===== config.mk =====
export PLATFORM = sky130hd
export DESIGN_NAME = sc_stream_to_binary
export DESIGN_NICKNAME = d
export VERILOG_FILES = /design/src/rtl/sc_pkg.sv /design/src/rtl/sc_ones_counter.sv /design/src/rtl/sc_stream_to_binary.sv
export SDC_FILE = /design/constraint.sdc
export NUM_CORES = 1
export LEC_CHECK = 0
export BUFFER_PORTS_ARGS = -buffer_cell sky130_fd_sc_hd__buf_2
export CORE_UTILIZATION = 55
export DETAILED_ROUTE_END_ITERATION = 10
export GPL_TIMING_DRIVEN = 1
export PLACE_DENSITY = 0.85
export REMOVE_ABC_BUFFERS = 1
export SLEW_MARGIN = 20
export SYNTH_ARGS = -nofsm -noshare
export SYNTH_HDL_FRONTEND = slang
export SYNTH_SLANG_ARGS = --single-unit

===== constraint.sdc =====
create_clock -name clk -period 2.2 [get_ports clk]
set_clock_uncertainty 0.15 [all_clocks]
set_input_delay 0.22 -clock clk [delete_from_list [all_inputs] [get_ports clk]]
set_output_delay 0.22 -clock clk [all_outputs]
set_load 0.005 [all_outputs]

===== src/rtl/sc_pkg.sv =====
// Shared types and helpers for the stochastic-computing stages.
// The SC_BIPOLAR_EN macro selects the bipolar result width.
package sc_pkg;

   typedef enum logic [1:0] {
      ST_IDLE  = 2'd0,
      ST_ACCUM = 2'd1,
      ST_HOLD  = 2'd2
   } sc_state_t;

   // Result width of a window converter. Bipolar mode needs one extra bit for the sign.
   function automatic int sc_res_width(input int window_log2);
`ifdef SC_BIPOLAR_EN
      return window_log2 + 2;
`else
      return window_log2 + 1;
`endif
   endfunction

endpackage


===== src/rtl/sc_ones_counter.sv =====
// Counts valid samples and ones over a 2**WINDOW_LOG2 window.
// It flags the final sample and exposes the ones count that includes the current bit.
module sc_ones_counter #(
   parameter int WINDOW_LOG2 = 8
) (
   input  logic                 clk,
   input  logic                 rst,
   input  logic                 clear,
   input  logic                 en,
   input  logic                 bit_in,
   output logic [WINDOW_LOG2:0] ones_next,
   output logic                 last
);

   logic [WINDOW_LOG2-1:0] sample_cnt;
   logic [WINDOW_LOG2:0]   ones_cnt;

   // ones_cnt has one spare bit, so an all-ones window cannot overflow.
   assign ones_next = ones_cnt + {{WINDOW_LOG2{1'b0}}, bit_in};
   assign last      = en && (sample_cnt == {WINDOW_LOG2{1'b1}});

   always_ff @(posedge clk or negedge rst) begin
      if (!rst) begin
         sample_cnt <= '0;
         ones_cnt   <= '0;
      end else if (clear) begin
         sample_cnt <= '0;
         ones_cnt   <= '0;
      end else if (en) begin
         sample_cnt <= sample_cnt + {{(WINDOW_LOG2-1){1'b0}}, 1'b1};
         ones_cnt   <= ones_next;
      end
   end

endmodule


===== src/rtl/sc_stream_to_binary.sv =====
// Converts a stochastic bitstream to a binary count over 2**WINDOW_LOG2 valid samples.
// If SC_BIPOLAR_EN is defined, the result is the two's-complement value 2*ones - 2**WINDOW_LOG2.
module sc_stream_to_binary
   import sc_pkg::*;
#(
   parameter int  WINDOW_LOG2 = 8,
   localparam int RES_W       = sc_res_width(WINDOW_LOG2)
) (
   input  logic             clk,
   input  logic             rst,
   input  logic             start,
   input  logic             bit_in,
   input  logic             bit_valid,
   output logic             busy,
   output logic [RES_W-1:0] result,
   output logic             result_valid,
   input  logic             result_ready,
   output sc_state_t        state_dbg
);

   // Handshake: a result transfers on a rising edge where result_valid and result_ready
   // are both high. The output side holds result and result_valid until that edge.
   // The input side has no backpressure: samples seen outside ACCUM are dropped.

   sc_state_t            state, state_next;
   logic                 cnt_clear, cnt_en, load_result, drop_valid;
   logic                 last;
   logic [WINDOW_LOG2:0] ones_next;
   logic [RES_W-1:0]     result_d;

   sc_ones_counter #(.WINDOW_LOG2(WINDOW_LOG2)) u_counter (
      .clk       (clk),
      .rst       (rst),
      .clear     (cnt_clear),
      .en        (cnt_en),
      .bit_in    (bit_in),
      .ones_next (ones_next),
      .last      (last)
   );

`ifdef SC_BIPOLAR_EN
   assign result_d = {ones_next, 1'b0} - (RES_W'(1) << WINDOW_LOG2);
`else
   assign result_d = ones_next;
`endif

   assign busy      = (state == ST_ACCUM);
   assign state_dbg = state;

   always_comb begin
      state_next  = state;
      cnt_clear   = 1'b0;
      cnt_en      = 1'b0;
      load_result = 1'b0;
      drop_valid  = 1'b0;
      case (state)
         ST_IDLE: begin
            if (start) begin
               state_next = ST_ACCUM;
               cnt_clear  = 1'b1;
            end
         end
         ST_ACCUM: begin
            cnt_en = bit_valid;
            if (last) begin
               state_next  = ST_HOLD;
               load_result = 1'b1;
            end
         end
         ST_HOLD: begin
            // Restarting on the accept edge gives back-to-back windows.
            if (result_ready) begin
               drop_valid = 1'b1;
               cnt_clear  = start;
               state_next = start ? ST_ACCUM : ST_IDLE;
            end
         end
         default: state_next = ST_IDLE;
      endcase
   end

   always_ff @(posedge clk or negedge rst) begin
      if (!rst) begin
         state        <= ST_IDLE;
         result       <= '0;
         result_valid <= 1'b0;
      end else begin
         state <= state_next;
         if (load_result) begin
            result       <= result_d;
            result_valid <= 1'b1;
         end else if (drop_valid) begin
            result_valid <= 1'b0;
         end
      end
   end

endmodule


==> results of run 1 <==
## critical path, cell delays in order (launching register included)
cell	delay [ns]
sky130_fd_sc_hd__dfrtp_1	0.41
sky130_fd_sc_hd__ha_1	0.22
sky130_fd_sc_hd__nand2_1	0.16
sky130_fd_sc_hd__or3_4	0.46
sky130_fd_sc_hd__mux2_4	0.30
## worst min-delay path by stage
stage                       from                                end  slack, ns  depth (start not counted)
final                     bit_in              result[0]$_DFFE_PN0P_       0.13                          3
after global placement       rst  u_counter.ones_cnt[7]$_DFFE_PN0P_       0.12                          1
after detailed placement     rst  u_counter.ones_cnt[7]$_DFFE_PN0P_       0.12                          1
after global routing      bit_in              result[0]$_DFFE_PN0P_       0.16                          3
after CTS                 bit_in              result[0]$_DFFE_PN0P_       0.13                          3
after floorplan              rst              result[0]$_DFFE_PN0P_      -0.23                          0
## layout by cell type, fill, tap and decap left out, drive strengths merged, types with 2 or more instances in the layout
master and count:
ha 3, xor2 6, or3 2, nand4 2, nand2 14, clkbuf 7
mux2 2, nor3 4, dfrtp 29, buf 20, inv 2, a21oi 9
and3 3, a22o 3, a31oi 3, xnor2 6, nor2 16, o21ai 13
nand3 3, o31ai 3, dlygate4sd3 2
## through the flow
stage,utilization,power (W),cells
3_3_place_gp,0.657,0.000907,177
3_5_place_dp,0.657,0.000929,177
4_1_cts,0.690,0.00125,186
5_1_grt,0.690,0.00132,186
2_1_floorplan,-,0.000840,129
6_report,0.690,0.00125,186
## cell families after synthesis
kind of cell | after synthesis
muxes | 2
and+or+nand+nor | 49
AOI/OAI and AO/OA | 32
DFF | 29
buffers and inverters | 8
xor gates and xnor gates | 12
adders and majority gates | 3
## synthesized netlist by cell type
library cell	n
sky130_fd_sc_hd__xor2_1	6
sky130_fd_sc_hd__a22o_1	3
sky130_fd_sc_hd__o31ai_1	3
sky130_fd_sc_hd__clkbuf_1	2
sky130_fd_sc_hd__a21o_2	1
sky130_fd_sc_hd__buf_2	2
sky130_fd_sc_hd__o21ai_0	13
sky130_fd_sc_hd__and4_1	1
sky130_fd_sc_hd__nand3b_1	1
sky130_fd_sc_hd__or3_2	1
sky130_fd_sc_hd__nand4b_4	1
sky130_fd_sc_hd__mux2_4	1
sky130_fd_sc_hd__nand3_1	3
sky130_fd_sc_hd__nor3_4	1
sky130_fd_sc_hd__buf_4	2
sky130_fd_sc_hd__inv_1	2
sky130_fd_sc_hd__dfrtp_1	29
sky130_fd_sc_hd__ha_1	3
sky130_fd_sc_hd__nor2_1	16
sky130_fd_sc_hd__and3b_2	1
sky130_fd_sc_hd__nand2b_1	1
sky130_fd_sc_hd__and3_1	3
sky130_fd_sc_hd__nor3_1	3
sky130_fd_sc_hd__nand4_4	1
sky130_fd_sc_hd__mux2_2	1
sky130_fd_sc_hd__or3_4	1
sky130_fd_sc_hd__xnor2_1	6
sky130_fd_sc_hd__a21oi_1	9
sky130_fd_sc_hd__nand2_1	14
sky130_fd_sc_hd__a31oi_1	3
sky130_fd_sc_hd__nand4_1	1
## state kept, by name (all words and copies together) (netlist names)
| signal | count |
|---|---|
| u_counter.sample_cnt | 8 |
| result | 9 |
| u_counter.ones_cnt | 9 |
| state_dbg | 2 |
| result_valid | 1 |
## power by group through the flow
stage	clock network (W)	registers, W	logic [W]
2_1_floorplan	0	0.000671	0.000169
3_3_place_gp	0	0.000681	0.000226
3_5_place_dp	0	0.000688	0.000240
4_1_cts	0.000330	0.000679	0.000244
5_1_grt	0.000355	0.000689	0.000275
6_report	0.000326	0.000682	0.000240
## cell type report
cell class / instances / share of cell area
flip-flops and latches: 29 / 0.458
well taps: 28 / 0.0221
multi-input cells: 98 / 0.401
clock buffers: 7 / 0.0348
inverters: 2 / 0.00474
repair buffers: 22 / 0.0790
## layer usage
metal,track usage,up-vias,wire (um)
li1,-,517,-
met1,0.275,538,1120
met2,0.418,30,1380
met3,0.0609,7,121
met4,0.118,0,44
met5,0,-,0
==> impl_metrics.json, run 1 <==
{
  "via_count": 1092,
  "totalNegativeSetupSlack_ns": 0,
  "ctsHtreeMaxLevel": 2,
  "globalplace.congestion": 0.844,
  "timing_hold_violations_final": 0,
  "clk-insertion-delay-late_ns": 0.32,
  "detail-route-antenna-nets": 0,
  "number_of_distinct_library_cells_after_synthesis": 31,
  "synth_simple_gate_area_frac": 0.200,
  "ff_latch_area_sq_um": 726,
  "timing.hold.ws_ns": 0.131,
  "floorplan.die.width_um": 52.5,
  "grt_pass1_vias": 1099,
  "clkTransAtPathRegs_ns": 0.09,
  "synth_area_sq_um": 1400,
  "clockRootBuffer": "sky130_fd_sc_hd__clkbuf_4",
  "rr_endpoint": "result[0]$_DFFE_PN0P_",
  "critical_path_arrival_ns": 1.86,
  "finish.net_count": 167,
  "rr_worst_depth": 4,
  "critical_path.startpoint": "u_counter.sample_cnt[0]$_DFFE_PN0P_",
  "post_synth.cell_area_avg_sq_um": 10.4,
  "area_of_the_core_sq_um": 2300,
  "startpoint_type": "flip-flop",
  "timing.max_slew.rel_slack": 0.578,
  "avgRoutedWirePerCell_um": 14.3,
  "tritoncts_num_sinks": 29,
  "postCtsResizedCells": 0,
  "final_max_slew_viol_count": 0,
  "internal_power_w": 0.000859,
  "p_leak_nw": 0.784,
  "postSynthCellCount": 135,
  "grt_start_max_net_pins": 30,
  "die_height_um": 52.5,
  "fin_crit_sh": 0.815,
  "crit_path_end_kind": "flip-flop",
  "floorplan.die_area_sq_um": 2750,
  "dpl-instance-area_sq_um": 1510,
  "transition_time_of_the_tightest_slew_check_pin_ns": 0.632,
  "hold_path.class": "in -> reg",
  "post-route-drc-count": 0,
  "setup_ws_ns": 0.407,
  "io_buffer_count": 18,
  "postCtsHoldBufs": 2,
  "power_per_cell_area_nw_per_um2": 788,
  "r2r_start": "u_counter.sample_cnt[0]$_DFFE_PN0P_",
  "antenna-diode-count": 0,
  "power.sequential.fraction": 0.547,
  "multiInputGateArea_sq_um": 636,
  "synth_top_family_by_area": "simple AND/OR/NAND/NOR gates",
  "synthMuxAreaShare": 0.0188,
  "drive_gt1_frac": 0.222,
  "first_pass_iters": 4,
  "fin_crit_period_ns": 1.79,
  "antenna_found_initial": 0,
  "finish.instance_area_sq_um": 1580,
  "synth_xor_area_frac": 0.0750,
  "setup_viol": 0,
  "arithmetic_cell_share_of_the_synthesized_area_counting_full_adders_half_adders_and_majority_gates": 0.0268,
  "first_pass_grt_wire_length_um": 4660,
  "rsz0062_at_grt": "false",
  "postCtsSetupRepairBufs": 0,
  "timing.critical_path.required_ns": 2.27,
  "fmaxAchievable_mhz": 558,
  "fill_cell_total_of_the_finished_layout": 171,
  "net_sw_frac": 0.311,
  "worst_setup_path_endpoint": "result[0]$_DFFE_PN0P_",
  "tritoncts": "yes",
  "tot_gr_track_use": 0.242,
  "dpl.hpwl_um": 1890,
  "comb_power_share": 0.192,
  "fraction_of_the_mapped_netlist_area_in_compound_gates": 0.133,
  "drv_cap": 0,
  "outcome": "finished, final reports clean",
  "power.clock.fraction": 0.261,
  "synth.yosys.seq_area_share": 0.518,
  "dpl_worst_slack_ns": 0.422,
  "synth_top_cells_by_area": "sky130_fd_sc_hd__dfrtp_1, sky130_fd_sc_hd__o21ai_0, sky130_fd_sc_hd__nor2_1",
  "vdd_drop_max_mv": 0.587,
  "placementRows": 17,
  "warning_count_from_the_yosys_run": 0,
  "reg2reg_slack_ns": 0.41,
  "initial_cell_density_of_the_core": 0.610,
  "routed_wire_length_um": 2660,
  "p_switching_w": 0.000388,
  "worstSetupPathType": "reg -> reg",
  "drt_iter0_drc": 14,
  "post-synth-top-area-cell": "sky130_fd_sc_hd__dfrtp_1",
  "gr-total-overflow": 0,
  "critical_path.max_fanout": 5,
  "yosys.area.top_type_share": 0.518,
  "cts_made_buffers": 5,
  "clockBufferDepth": 2,
  "synth.ff_latch_count": 29,
  "routed_via_density": 5.87,
  "syn2layout_area_growth_pct": 13.0,
  "num_io_pins": 19
}
Power figures use the tool's default switching activity.
==> run 2, diff against run 1 <==
- ABC_AREA: unset -> 1
- CORE_UTILIZATION: 55 -> 56
- PLACE_DENSITY: 0.85 -> 0.86
- clock period: 2.2 -> 1.7 ns (I/O delays scaled with it)
==> impl_metrics.json, run 2 <==
{
  "post-route-drc-count": 0,
  "rr_worst_depth": 7,
  "first_pass_grt_wire_length_um": 5130,
  "postSynthCellCount": 174,
  "post_synth.cell_area_avg_sq_um": 8.23,
  "crit_path_end_kind": "flip-flop",
  "num_io_pins": 19,
  "avgRoutedWirePerCell_um": 13.1,
  "clk-insertion-delay-late_ns": 0.34,
  "die_height_um": 52.6,
  "synth.yosys.seq_area_share": 0.507,
  "synth_top_cells_by_area": "sky130_fd_sc_hd__dfrtp_1, sky130_fd_sc_hd__nand2_1, sky130_fd_sc_hd__nand3_1",
  "antenna-diode-count": 0,
  "critical_path.startpoint": "u_counter.sample_cnt[1]$_DFFE_PN0P_",
  "ctsHtreeMaxLevel": 2,
  "fin_crit_period_ns": 1.62,
  "synth-edff-count": 0,
  "reg2reg_slack_ns": 0.08,
  "clockRootBuffer": "sky130_fd_sc_hd__clkbuf_4",
  "tritoncts": "yes",
  "async_reset_ff_frac": 1.00,
  "count_leader_synth": "sky130_fd_sc_hd__nand2_1",
  "timing.critical_path.required_ns": 1.84,
  "drive_gt1_frac": 0.189,
  "rsz0062_at_grt": "false",
  "largestRegisters": "result x9, u_counter.ones_cnt x9, u_counter.sample_cnt x8",
  "totalNegativeSetupSlack_ns": 0,
  "placementRows": 17,
  "startpoint_type": "flip-flop",
  "fin_crit_sh": 0.955,
  "transition_time_of_the_tightest_slew_check_pin_ns": 0.640,
  "drt_iter0_drc": 44,
  "worstSetupPathType": "reg -> reg",
  "fmaxAchievable_mhz": 616,
  "layout.cells.most_common_list": "sky130_fd_sc_hd__nand2_1, sky130_fd_sc_hd__dfrtp_1, sky130_fd_sc_hd__inv_1",
  "routed_via_density": 5.48,
  "globalplace.congestion": 0.832,
  "area_of_the_core_sq_um": 2320,
  "cts_made_buffers": 5,
  "synth_common_cells": "sky130_fd_sc_hd__nand2_1, sky130_fd_sc_hd__dfrtp_1, sky130_fd_sc_hd__inv_1, sky130_fd_sc_hd__nand3_1, sky130_fd_sc_hd__o21ai_0",
  "final_max_slew_viol_count": 0,
  "floorplan.die.width_um": 52.6,
  "grt_start_max_net_pins": 30,
  "routed_wire_length_um": 3010,
  "post-synth-top-area-cell": "sky130_fd_sc_hd__dfrtp_1",
  "r2r_start": "u_counter.sample_cnt[1]$_DFFE_PN0P_",
  "clockBufferDepth": 2,
  "timing.max_slew.rel_slack": 0.573,
  "number_of_distinct_library_cells_after_synthesis": 22,
  "yosys.area.top_type_share": 0.507,
  "placed_cells": 220,
  "hold_path.class": "in -> reg",
  "p_leak_nw": 0.908,
  "io_buffer_count": 18,
  "via_count": 1256,
  "finish.net_count": 209,
  "clkTransAtPathRegs_ns": 0.10,
  "setup_viol": 0,
  "rr_endpoint": "result[8]$_DFFE_PN0P_",
  "tritoncts_num_sinks": 29,
  "antenna_found_initial": 0,
  "critical_path_arrival_ns": 1.76,
  "first_pass_iters": 4,
  "detail-route-antenna-nets": 0,
  "gr-total-overflow": 0,
  "layoutNonFillerInstCount": 229,
  "drv_cap": 0,
  "initial_cell_density_of_the_core": 0.617,
  "worst_setup_path_endpoint": "result[8]$_DFFE_PN0P_",
  "layout_commonest_cell": "sky130_fd_sc_hd__nand2_1",
  "timing_hold_violations_final": 0,
  "postSynth.topFlopCell": "sky130_fd_sc_hd__dfrtp_1",
  "floorplan.die_area_sq_um": 2760,
  "grt_pass1_vias": 1208,
  "postCtsSetupRepairBufs": 0,
  "outcome": "finished, final reports clean",
  "critical_path.max_fanout": 16,
  "vdd_drop_max_mv": 1.28,
  "tot_gr_track_use": 0.267,
  "warning_count_from_the_yosys_run": 0,
  "synth.ff_latch_count": 29,
  "syn2layout_area_growth_pct": 16.7,
  "dpl.hpwl_um": 2180,
  "power_per_cell_area_nw_per_um2": 1290,
  "synth_area_sq_um": 1430
}
[run 2: per-stage QoR]
stage          setup slack (ns)  cell area (sq um)  power (W)  utilization  hold slack, ns
3_5_place_dp             0.0809               1550    0.00144        0.670          0.0800
5_1_grt                 0.00807               1670    0.00228        0.720          0.0625
6_report                 0.0773               1670    0.00216        0.720          0.0441
2_1_floorplan             0.266               1420    0.00129            -          -0.276
3_3_place_gp              0.161               1550    0.00139        0.670          0.0657
4_1_cts                  0.0770               1670    0.00215        0.718          0.0465
[run 2: per-layer routing]
metal	global-route usage	wire length (um)	part of all wire
met5	0	0	0
met4	0.105	47	0.016
met3	0.0957	185	0.062
met2	0.435	1490	0.49
met1	0.318	1290	0.43
[run 2: final cells by class]
cell class / instances / area (sq um)
Clock buffer: 5 / 37.5
Multi-Input combinational cell: 119 / 601
Timing Repair Buffer: 20 / 108
Clock inverter: 3 / 65.1
Tap cell: 28 / 35.0
Inverter: 25 / 98.8
Fill cell: 188 / 648
Sequential cell: 29 / 726
[run 2: timing repair]
| item | 4_1_cts | 5_1_grt |
|---|---|---|
| setup endpoints to repair | 0 | 4 |
| endpoints found under the hold margin | 29 | 0 |
| gates resized for setup | 0 | 2 |
| hold buffers | 1 | 0 |
[run 2: report_power, final]
part	switching, W	leakage (nW)	internal [W]
sequential	0.000159	0.374	0.000831
clock	0.000270	0.0552	0.000455
combinational	0.000276	0.479	0.000165
total	0.000705	0.908	0.00145
[run 2: worst min path at each step]
stage	from	to	cells after the start
final	result_ready	state_dbg[1]$_DFFE_PN0P_	4
after global routing	result_ready	state_dbg[1]$_DFFE_PN0P_	4
after CTS	result_ready	state_dbg[1]$_DFFE_PN0P_	4
after detailed placement	rst	u_counter.ones_cnt[0]$_DFFE_PN0P_	1
after global placement	rst	result_valid$_DFFE_PN0P_	1
after floorplan	rst	result[0]$_DFFE_PN0P_	0
[run 2: kinds of logic after synthesis]
| family | count (synthesis) | share of synthesized area |
|---|---|---|
| xor+xnor | 3 | 0.0184 |
| simple gates | 89 | 0.276 |
| compound gates | 24 | 0.0953 |
| buf+inv | 26 | 0.0769 |
| fa+ha+maj | 3 | 0.0262 |
| flops | 29 | 0.507 |
[run 2: worst max-delay path, stage by stage (launching register included)]
cell                      delay, ns
sky130_fd_sc_hd__dfrtp_1       0.40
sky130_fd_sc_hd__ha_1          0.20
sky130_fd_sc_hd__nand2_1       0.09
sky130_fd_sc_hd__nor2_2        0.17
sky130_fd_sc_hd__nand3_4       0.21
sky130_fd_sc_hd__inv_2         0.16
sky130_fd_sc_hd__nand3_1       0.11
sky130_fd_sc_hd__nand2_1       0.08
==> run 3, diff against run 2 <==
==> constraint.sdc (replaced) <==
create_clock -name clk -period 1.7 [get_ports clk]
set_clock_uncertainty 0.15 [all_clocks]
set_input_delay 0 -clock clk [delete_from_list [all_inputs] [get_ports clk]]
set_output_delay 0 -clock clk [all_outputs]
set_load 0.005 [all_outputs]
==> impl_metrics.json, run 3 (same netlist as run 2, synthesis figures left out) <==
{
  "floorplan.die_area_sq_um": 2760,
  "timing_hold_violations_final": 0,
  "post-route-drc-count": 0,
  "layout.cells.most_common_list": "sky130_fd_sc_hd__nand2_1, sky130_fd_sc_hd__dfrtp_1, sky130_fd_sc_hd__inv_1",
  "final_max_slew_viol_count": 0,
  "dpl-instance-area_sq_um": 1550,
  "first_pass_grt_wire_length_um": 5260,
  "die_height_um": 52.6,
  "tritoncts": "yes",
  "placed_cells": 220,
  "critical_path_buf_inv_count": 1,
  "worstSetupPathType": "reg -> reg",
  "clk-insertion-delay-late_ns": 0.33,
  "ff_latch_area_sq_um": 726,
  "critical_path_arrival_ns": 1.73,
  "largest_delay_share_family_worst_path": "simple AND/OR/NAND/NOR gates",
  "p_total_w": 0.00216,
  "layout_commonest_cell": "sky130_fd_sc_hd__nand2_1",
  "totalNegativeSetupSlack_ns": 0,
  "fmaxAchievable_mhz": 624,
  "clkTransAtPathRegs_ns": 0.10,
  "drv_cap": 0,
  "critical-path-max-stage-delay_ns": 0.40,
  "fill_cell_total_of_the_finished_layout": 179,
  "dpl.hpwl_um": 2180,
  "power_per_cell_area_nw_per_um2": 1250,
  "antenna-diode-count": 0,
  "first_pass_iters": 4,
  "p_leak_nw": 0.933,
  "critPathMostFrequentCell": "sky130_fd_sc_hd__nand2_1",
  "multiInputGateArea_sq_um": 601,
  "layoutNonFillerInstCount": 235,
  "routed_via_density": 5.37,
  "globalplace.congestion": 0.832,
  "tot_gr_track_use": 0.274,
  "ctsHtreeMaxLevel": 2,
  "num_io_pins": 19,
  "detail-route-antenna-nets": 0,
  "grt_start_max_net_pins": 30,
  "cts_made_buffers": 5,
  "vdd_drop_max_mv": 1.28,
  "fin_crit_period_ns": 1.60,
  "clockBufferDepth": 2,
  "crit_path_end_kind": "flip-flop",
  "area_of_the_core_sq_um": 2320,
  "critical_path.max_fanout": 15,
  "gr-total-overflow": 0,
  "placementRows": 17,
  "largestRegisters": "result x9, u_counter.ones_cnt x9, u_counter.sample_cnt x8",
  "setup_viol": 0,
  "grt_pass1_vias": 1211,
  "timing.critical_path.required_ns": 1.83,
  "critPathSlowestCell": "sky130_fd_sc_hd__dfrtp_1",
  "timing.critical_path.cells": "ha_1, nand2_1, nor2_2, nand3_4, inv_2, nand3_1, nand2_1",
  "fin_crit_sh": 0.943,
  "antenna_found_initial": 0,
  "finish.net_count": 215,
  "outcome": "finished, final reports clean",
  "finish.instance_area_sq_um": 1730,
  "via_count": 1263,
  "syn2layout_area_growth_pct": 20.5,
  "transition_time_of_the_tightest_slew_check_pin_ns": 0.640,
  "routed_wire_length_um": 3070,
  "drt_iter0_drc": 37,
  "floorplan.die.width_um": 52.6,
  "avgRoutedWirePerCell_um": 13.1,
  "initial_cell_density_of_the_core": 0.617,
  "io_buffer_count": 18,
  "clockRootBuffer": "sky130_fd_sc_hd__clkbuf_4",
  "startpoint_type": "flip-flop",
  "tritoncts_num_sinks": 29,
  "hold_path.class": "in -> async",
  "rsz0062_at_grt": "false",
  "drive_gt1_frac": 0.193,
  "timing.max_slew.rel_slack": 0.574
}
run 3: report_power, final:
group / leakage [nW] / internal (W) / switching, W
Combinational: 0.504 / 0.000172 / 0.000277
Clock: 0.0552 / 0.000455 / 0.000266
Sequential: 0.374 / 0.000831 / 0.000158
run 3: worst register-to-register path, delay by kind of cell (launching register included):
kind / cells / cell delay, ns
adders and majority gates: 1 / 0.20
buffers and inverters: 1 / 0.15
DFF: 1 / 0.40
and+or+nand+nor: 5 / 0.66
run 3: path summary, 6_finish.rpt:
| check | from | slack [ns] | cells past startpoint | endpoint |
|---|---|---|---|---|
| max in group asynchronous | rst | 0.92 | 2 | state_dbg[1]$_DFFE_PN0P_ |
| worst min-delay path | rst | 0.06 | 2 | u_counter.ones_cnt[3]$_DFFE_PN0P_ |
| worst max-delay path | u_counter.sample_cnt[1]$_DFFE_PN0P_ | 0.1 | 7 | result[8]$_DFFE_PN0P_ |
| worst min register to register | result[4]$_DFFE_PN0P_ | 0.34 | 2 | result[4]$_DFFE_PN0P_ |
| min in group clk | result[4]$_DFFE_PN0P_ | 0.34 | 2 | result[4]$_DFFE_PN0P_ |
| worst max register to register | u_counter.sample_cnt[1]$_DFFE_PN0P_ | 0.1 | 7 | result[8]$_DFFE_PN0P_ |
run 3: cell type report:
type | instances | area share
Timing Repair Buffer | 26 | 0.0943
Clock inverter | 3 | 0.0377
Inverter | 25 | 0.0573
Multi-Input combinational cell | 119 | 0.348
Tap cell | 28 | 0.0203
Clock buffer | 5 | 0.0218
Sequential cell | 29 | 0.421
run 3: metal layers:
layer	wire [um]	vias up	part of all wire	global-route usage
met5	0	-	0	0
met4	48	0	0.016	0.101
met3	157	7	0.051	0.0957
met2	1500	39	0.49	0.443
met1	1360	599	0.44	0.335
li1	-	618	-	-
run 3: per-stage QoR:
step                utilization  hold slack, ns  setup slack, ns
finish                    0.744          0.0618           0.0973
global placement          0.670          -0.104            0.161
floorplan                     -          -0.446            0.266
global route              0.744           0.139           0.0265
CTS                       0.736          0.0807           0.0770
detailed placement        0.670         -0.0900           0.0809
run 3: timing repair:
| item | 4_1_cts | 5_1_grt |
|---|---|---|
| gates resized for setup | 0 | 2 |
| endpoints found under the setup margin | 0 | 5 |
| hold buffers | 5 | 0 |
| endpoints found under the hold margin | 44 | 0 |
| buffers inserted | 0 | 2 |
